**src/rtl/fifo_stream_reader.sv**
```systemverilog
// FIFO-to-stream reader: a 2-entry skid buffer turns FIFO read data into a valid/ready burst stream.
// Optional FIFO_STREAM_READER_STATS_EN adds a 32-bit beat_cnt output counting accepted beats.
module fifo_stream_reader #(
  parameter int unsigned DATA_WIDTH = 8,
  parameter int unsigned BURST_LEN  = 16
) (
  input  logic                  clk,
  input  logic                  rst,
  input  logic                  fifo_empty,
  input  logic                  fifo_valid,
  input  logic [DATA_WIDTH-1:0] fifo_dout,
  output logic                  fifo_rd_en,
  output logic                  m_valid,
  input  logic                  m_ready,
  output logic [DATA_WIDTH-1:0] m_data,
  output logic                  m_last,
  output logic                  err
`ifdef FIFO_STREAM_READER_STATS_EN
  ,
  output logic [31:0]           beat_cnt
`endif
);

  localparam int unsigned CNT_W = (BURST_LEN > 1) ? $clog2(BURST_LEN) : 1;
  localparam logic [CNT_W-1:0] LAST_BEAT = CNT_W'(BURST_LEN - 1);

  typedef enum logic [1:0] {
    EMPTY = 2'd0,
    HALF  = 2'd1,
    FULL  = 2'd2
  } occ_t;

  occ_t                  r_occ;
  occ_t                  w_occ_nxt;
  logic                  r_inflight;
  logic                  r_rst_d;
  logic                  r_err;
  logic [DATA_WIDTH-1:0] r_head;
  logic [DATA_WIDTH-1:0] r_tail;
  logic [CNT_W-1:0]      r_beat;

  logic                  w_pop;
  logic                  w_push_req;
  logic                  w_push;
  logic                  w_orphan;
  logic                  w_overflow;
  logic                  w_rd_en;
  logic [2:0]            w_level;

  // Reads are issued only while the buffer plus the in-flight word has room after this cycle's pop.
  assign w_pop      = (r_occ != EMPTY) && m_ready;
  assign w_level    = 3'(r_occ) + 3'(r_inflight);
  assign w_rd_en    = !rst && !r_rst_d && !fifo_empty && (w_level < (3'd2 + 3'(w_pop)));

  // Data returning in the first cycle after reset belongs to a discarded read.
  assign w_push_req = fifo_valid && !r_rst_d;
  assign w_orphan   = w_push_req && !r_inflight;
  assign w_overflow = w_push_req && r_inflight && (r_occ == FULL) && !w_pop;
  assign w_push     = w_push_req && r_inflight && !w_overflow;

  // Occupancy state register.
  always_ff @(posedge clk) begin
    if (rst) r_occ <= EMPTY;
    else     r_occ <= w_occ_nxt;
  end

  // Occupancy next-state.
  always_comb begin
    w_occ_nxt = r_occ;
    unique case ({w_push, w_pop})
      2'b10:   w_occ_nxt = (r_occ == EMPTY) ? HALF : FULL;
      2'b01:   w_occ_nxt = (r_occ == FULL) ? HALF : EMPTY;
      default: w_occ_nxt = r_occ;
    endcase
  end

  // Skid buffer storage, read tracking, error flag and burst position.
  always_ff @(posedge clk) begin
    if (rst) begin
      r_head     <= '0;
      r_tail     <= '0;
      r_inflight <= 1'b0;
      r_rst_d    <= 1'b1;
      r_err      <= 1'b0;
      r_beat     <= '0;
    end else begin
      r_rst_d    <= 1'b0;
      r_inflight <= w_rd_en;
      if (w_orphan || w_overflow) r_err <= 1'b1;
      if (w_pop) r_beat <= (r_beat == LAST_BEAT) ? '0 : r_beat + CNT_W'(1);
      if (w_pop) begin
        if (r_occ == FULL) begin
          r_head <= r_tail;
          if (w_push) r_tail <= fifo_dout;
        end else if (w_push) begin
          r_head <= fifo_dout;
        end
      end else if (w_push) begin
        if (r_occ == EMPTY) r_head <= fifo_dout;
        else                r_tail <= fifo_dout;
      end
    end
  end

  assign fifo_rd_en = w_rd_en;
  assign m_valid    = (r_occ != EMPTY);
  assign m_data     = r_head;
  assign m_last     = m_valid && (r_beat == LAST_BEAT);
  assign err        = r_err;

`ifdef FIFO_STREAM_READER_STATS_EN
  logic [31:0] r_beat_cnt;

  always_ff @(posedge clk) begin
    if (rst)        r_beat_cnt <= '0;
    else if (w_pop) r_beat_cnt <= r_beat_cnt + 32'd1;
  end

  assign beat_cnt = r_beat_cnt;
`endif

endmodule

```
**config.mk**
```make
export PLATFORM = sky130hd
export DESIGN_NAME = fifo_stream_reader
export DESIGN_NICKNAME = d
export VERILOG_FILES = /design/src/rtl/fifo_stream_reader.sv
export SDC_FILE = /design/constraint.sdc
export NUM_CORES = 1
export LEC_CHECK = 0
export CAP_MARGIN = 20
export CORE_UTILIZATION = 40
export CTS_CLUSTER_DIAMETER = 50
export DETAILED_ROUTE_END_ITERATION = 6
export GPL_ROUTABILITY_DRIVEN = 0
export SYNTH_ARGS = -nofsm -noshare
export SYNTH_HDL_FRONTEND = slang
export SYNTH_SLANG_ARGS = --single-unit
```
**constraint.sdc**
```tcl
create_clock -name clk -period 2.4 [get_ports clk]
set_input_delay 0.24 -clock clk [delete_from_list [all_inputs] [get_ports clk]]
set_output_delay 0.24 -clock clk [all_outputs]
set_load 0.02 [all_outputs]
```
# Word level (Yosys, flattened, before mapping)
# Index checks and enable logic that the tools add are counted.
dict set report classes {
  n_mul 0
  bitwise_logic 0
  n_mux 14
  add_sub_neg 3
  eq_ne 7
  n_reduce_logical 26
  magnitude_cmp 1
  n_shift 0
  div 0
}
# cell count
set op_table {}
lappend op_table {{8-bit 2-to-1 mux} 9}
lappend op_table {{1-bit logical AND} 11}
lappend op_table {{2-bit nonzero test} 5}
lappend op_table {{1-bit zero test} 6}
lappend op_table {{4-bit by 1-bit adder with 4-bit output, second input constant} 1}
lappend op_table {{2-bit == test, second input constant} 2}
lappend op_table {{4-bit == test, second input constant} 1}
lappend op_table {{4-bit 2-to-1 mux} 1}
lappend op_table {{2-bit != test, second input constant} 2}
lappend op_table {{2-bit one-hot mux with 2 select lines} 1}
lappend op_table {{4-bit AND reduction} 1}
lappend op_table {{2-bit by 1-bit adder with 3-bit output} 1}
lappend op_table {{2-bit by 1-bit adder with 3-bit output, first input constant} 1}
lappend op_table {{3-bit less-than comparator} 1}
lappend op_table {{3-bit AND reduction} 1}
lappend op_table {{2-bit by 1-bit == test with 1-bit output, second input constant} 1}
lappend op_table {{2-bit zero test} 1}
lappend op_table {{1-bit 2-to-1 mux} 2}
lappend op_table {{2-bit 2-to-1 mux} 1}
lappend op_table {{2-bit by 1-bit != test with 1-bit output, second input constant} 1}
lappend op_table {{1-bit logical OR} 1}
dict set report word_totals {
  ramBits 0
  ff_bits 25
  out_inout_bits 12
  n_memories 0
  wordCells 58
  input_bits 13
  rom_bits 0
  latchBits 0
}

# Longest topological paths before layout
dict set report depth {
  depth_word 10
  ltp_mapped 9
  depth_no_buf 7
}

# Worst setup path before layout
# No wires, ideal clock.
dict set report synth_timing {
  kind {reg2reg}
  start {register r_occ[1]}
  end {register r_head[0], in the netlist m_data[0]}
  t_arrival_ns 1.632
  n_path_buf 0
  synth_period_minus_slack_ns 1.747
  setup_ns 0.115
  slack_ns 0.653
  required_ns 2.285
  stages_incl_launch_ff 8
  path_cell_list {dfxtp_1 > nor3b_1 > nor2_1 > nand2_1 > ha_1 > clkinv_1 > o221a_4 > a2111oi_0}
}
dict set report synth_via {
  elab_chain_len 8
  word_cells_on_any_way 15
  cone_classes {eq/ne: 1; mux: 2; reduce/logical: 12}
}
# item line_no
set synth_rtl {}
lappend synth_rtl {{start: declaration} 33} ;# occ_t r_occ;
lappend synth_rtl {{start signal: assignment} 64} ;# else r_occ <= w_occ_nxt;
lappend synth_rtl {{2-bit nonzero test} 51} ;# assign w_pop = (r_occ != EMPTY) && m_ready;
lappend synth_rtl {{1-bit logical AND} 51}
lappend synth_rtl {{1-bit zero test} 58} ;# assign w_overflow = w_push_req && r_inflight && (r_occ == FULL) && !w_pop;
lappend synth_rtl {{1-bit logical AND} 58}
lappend synth_rtl {{1-bit zero test} 59} ;# assign w_push = w_push_req && r_inflight && !w_overflow;
lappend synth_rtl {{1-bit logical AND} 59}
lappend synth_rtl {{2-bit nonzero test (no line)} -}
lappend synth_rtl {{3-bit AND reduction (no line)} -}
lappend synth_rtl {{end signal: assignment} 93} ;# r_head <= r_tail;
lappend synth_rtl {{end signal: assignment} 96} ;# r_head <= fifo_dout;
lappend synth_rtl {{end signal: assignment} 99} ;# if (r_occ == EMPTY) r_head <= fifo_dout;
lappend synth_rtl {{end: declaration} 38} ;# logic [DATA_WIDTH-1:0] r_head;
# Parallel ways exist; a longest one is shown, timed or not.
# A chain may end at the register's enable or synchronous reset.

# Final worst setup path
dict set report layout_timing {
  start {register r_occ[0]}
  end {output m_last}
}
dict set report layout_via {
  elab_chain_len 2
}
# item line_no
set layout_rtl {}
lappend layout_rtl {{2-bit nonzero test} 106} ;# assign m_valid = (r_occ != EMPTY);
lappend layout_rtl {{1-bit logical AND} 108} ;# assign m_last = m_valid && (r_beat == LAST_BEAT);
lappend layout_rtl {{end: declaration} 16} ;# output logic m_last,
# Every way passes these cells.

==> results.md <==
- Sequential area share after synthesis: between 30% and 40%
- FILL cells: 320
- Yosys warns: 0
- Antenna Cells: 0
- Worst min path class: reg -> reg
- Shortest period the worst path allows: about 2.1 ns
- Fin. max-slew vios: 0
- Final HPWL DP: 2.09 mm
- Core box area: roughly 3300 sq um
- Static Leak: 0.749 nW
- Top_reg_cell synth: dfxtp_1
- Nets: around 190
- Max-cap violations: 0
- Async SR Flop Fraction: 0%
- Largest area contributor in the netlist: dfxtp_1
- Synth top area share: 36.1%
- RSZ-0062 raised after global routing: no
- Crit path launch type: flop
- H-tree lvl count: 1
- Hold slack: around 0.45 ns
- Yosys cell types: 35
- Post-Synthesis Cell Area: 1390 sq um
- Die span in y: approximately 60 microns
- Synthesized area per cell: about 9.3 sq um
- Vias in the first global route: 1,116
- Endpoints failing setup: 0
- Final wirelength: between 2 and 3 mm
- R2R setup slack: between 0.5 and 0.6 ns
- Post-synth EDFFs: 0
- Area grow syn2layout: 23.9%
- Cts hold-fix bufs: 0
- Final Cell Area: between 1500 and 2000 sq um
- Die Wd: 60.9 microns
- Final Hold Fails: 0
- First-pass GRT wire length: 4.93 mm
- Port Buffers: 24
- Residual DRC: 0
- Setup CP Type: reg -> out
- Worst endpoint required time: between 2 and 2.5 ns
- Post-route ant nets: 0
- Worst R2R Path Depth: 7
- Hold Path Stages: 2
- WL per Instance: ~13 microns
- Largest net degree at the start of global routing: 34
- Overflow after GRT: 0
- Status: completed
- Multi-input gate area: 802 sq um
- Worst slew pin tran: between 0.4 and 0.5 ns
- Num Clock Sinks: 25
- Clock root buffer: clkbuf_4
- Initial Util: 41.5%
- FP Rows: 21
- Die footprint: approximately 3700 sq um
- Clock latency on the worst-skew pair: around 0.33 ns
- Worst setup EP type: primary output
- Initial DRC count: 37
- Reg area: approximately 500 sq um
- Seq cells post-synth: 25
- Worst r2r src: r_occ[1]
- Share of layout cells above drive strength 1: 14.8%
- Initial DRT Pass Iterations: 4
- Post-Syn Instances: approximately 150
- FMAX: roughly 470 MHz
- CTS tree: done
- Initial antenna violation count: 0
- Maximum buffer depth of the clock tree: 2
- Via density: ~5.3
- Largest cells by area after synthesis: dfxtp_1, mux2i_1, nand2b_1
- Rel. slew slack: between 70% and 80%
- Boundary Pins: 25
- Final worst-path cycle share: between 80% and 90%
- CTS Buf Count: 3
- Crit-path max FO: 8
- Hold Crit Start: err
- FF-to-FF End: m_data[2]
- Hold EP: err
- VDD IR max: slightly below 200 uV
- Layout Skew: about 0.0038 ns
- Gr usage total: 18.1%
- Clk slew on worst S/H paths: between 0.1 and 0.15 ns
- Critical Path AT: around 1.9 ns
- Setup TNS: 0 ns
- P per Cell Area: between 400 and 500 nW/um^2
- Vias: about 1,200
- Post-Syn Nets: 166
- Dpl cell area: around 1700 sq um
==> where the power goes <==
| part | switching [mW] | internal, mW |
|---|---|---|
| clock | 0.136 | 0.0627 |
| sequential | 0.00558 | 0.421 |
| combinational | 0.0527 | 0.0627 |
| total | 0.195 | 0.547 |
==> timing repair <==
action                                  in CTS  in global routing
endpoints found under the setup margin       0                  1
setup buffers                                0                  0
gates resized for setup                      0                  3
==> registers in the layout, summed over array words and instances, names as in the netlist <==
name and flops:
err 1, r_beat 4, r_inflight 1, r_occ 2
m_data 8, r_tail 8, r_rst_d 1
==> cell type report <==
cell class,instances,area share (%)
multi-input cells,109,46.7
flip-flops and latches,25,29.2
repair buffers,33,18.1
well taps,46,3.35
clock buffers,3,1.31
inverters,5,1.09
clock inverters,1,0.291
==> cells by family (layout without fill, tap and decap cells) <==
group           after synthesis  after routing  share of synthesized area, %
xor+xnor                      1              1                         0.632
compound gates               31             31                          17.0
fa+ha+maj                     4              4                          3.61
mux                          16             16                          11.6
flops                        25             25                          36.1
buf+inv                      15             42                          6.50
simple gates                 57             57                          24.6
==> cell usage in the layout, fill, tap and decap left out, types with 2 or more instances in the layout <==
| cell type | count |
|---|---|
| dfxtp_1 | 24 |
| clkdlybuf4s50_1 | 23 |
| nand2b_1 | 18 |
| mux2i_1 | 16 |
| o22ai_1 | 9 |
| buf_4 | 9 |
| nor3_1 | 8 |
| or2_2 | 8 |
| a2111oi_0 | 8 |
| nand2_1 | 6 |
| inv_1 | 4 |
| nor2_1 | 4 |
| a21oi_1 | 4 |
| ha_1 | 4 |
| clkbuf_4 | 3 |
| nand3_1 | 2 |
| nor2b_1 | 2 |
| o21ai_0 | 2 |
| and2_1 | 2 |
| nand3b_1 | 2 |
| a311oi_1 | 2 |
==> Yosys cell counts (2+ instances only) <==
| cell | count |
|---|---|
| a2111oi_0 | 8 |
| a21oi_1 | 4 |
| a311oi_1 | 2 |
| and2_1 | 2 |
| buf_2 | 2 |
| buf_6 | 4 |
| clkbuf_1 | 3 |
| dfxtp_1 | 25 |
| ha_1 | 4 |
| inv_1 | 4 |
| mux2i_1 | 16 |
| nand2_1 | 6 |
| nand2b_1 | 18 |
| nand3_1 | 2 |
| nand3b_1 | 2 |
| nor2_1 | 4 |
| nor2b_1 | 2 |
| nor3_1 | 8 |
| o21ai_0 | 2 |
| o22ai_1 | 9 |
| or2_2 | 8 |
==> through the flow <==
step / total power [mW] / std cells / util [%] / setup slack [ns]
floorplan: 0.502 / 149 / - / 0.653
global placement: 0.549 / 218 / 50.4 / 0.256
detailed placement: 0.551 / 218 / 50.4 / 0.248
CTS: 0.750 / 222 / 51.2 / 0.0567
global route: 0.784 / 222 / 51.5 / 0.163
finish: 0.741 / 222 / 51.5 / 0.291
==> worst max-delay path by stage <==
stage                         from          to  depth (start not counted)
after floorplan           r_occ[1]   m_data[0]                          7
after global placement     m_ready  fifo_rd_en                          6
after detailed placement   m_ready  fifo_rd_en                          6
after CTS                 r_occ[1]  fifo_rd_en                          5
after global routing      r_occ[0]      m_last                          4
final                     r_occ[0]      m_last                          4
==> worst max-delay path, stage by stage (launching register included) <==
cell and delay [ns]:
dfxtp_1 0.36, buf_4 0.17, nor2_1 0.35, nor2_1 0.10, clkdlybuf4s50_1 0.55
==> routing by layer <==
metal	vias to the layer above	wire, microns	global-route usage (%)	part of all wire (%)
li1	597	-	-	-
met1	561	1410	22.7	48
met2	15	1440	30.5	49
met3	4	62	2.77	2.1
met4	0	42	8.44	1.4
met5	-	0	0	0
Power figures use the tool's default switching activity.
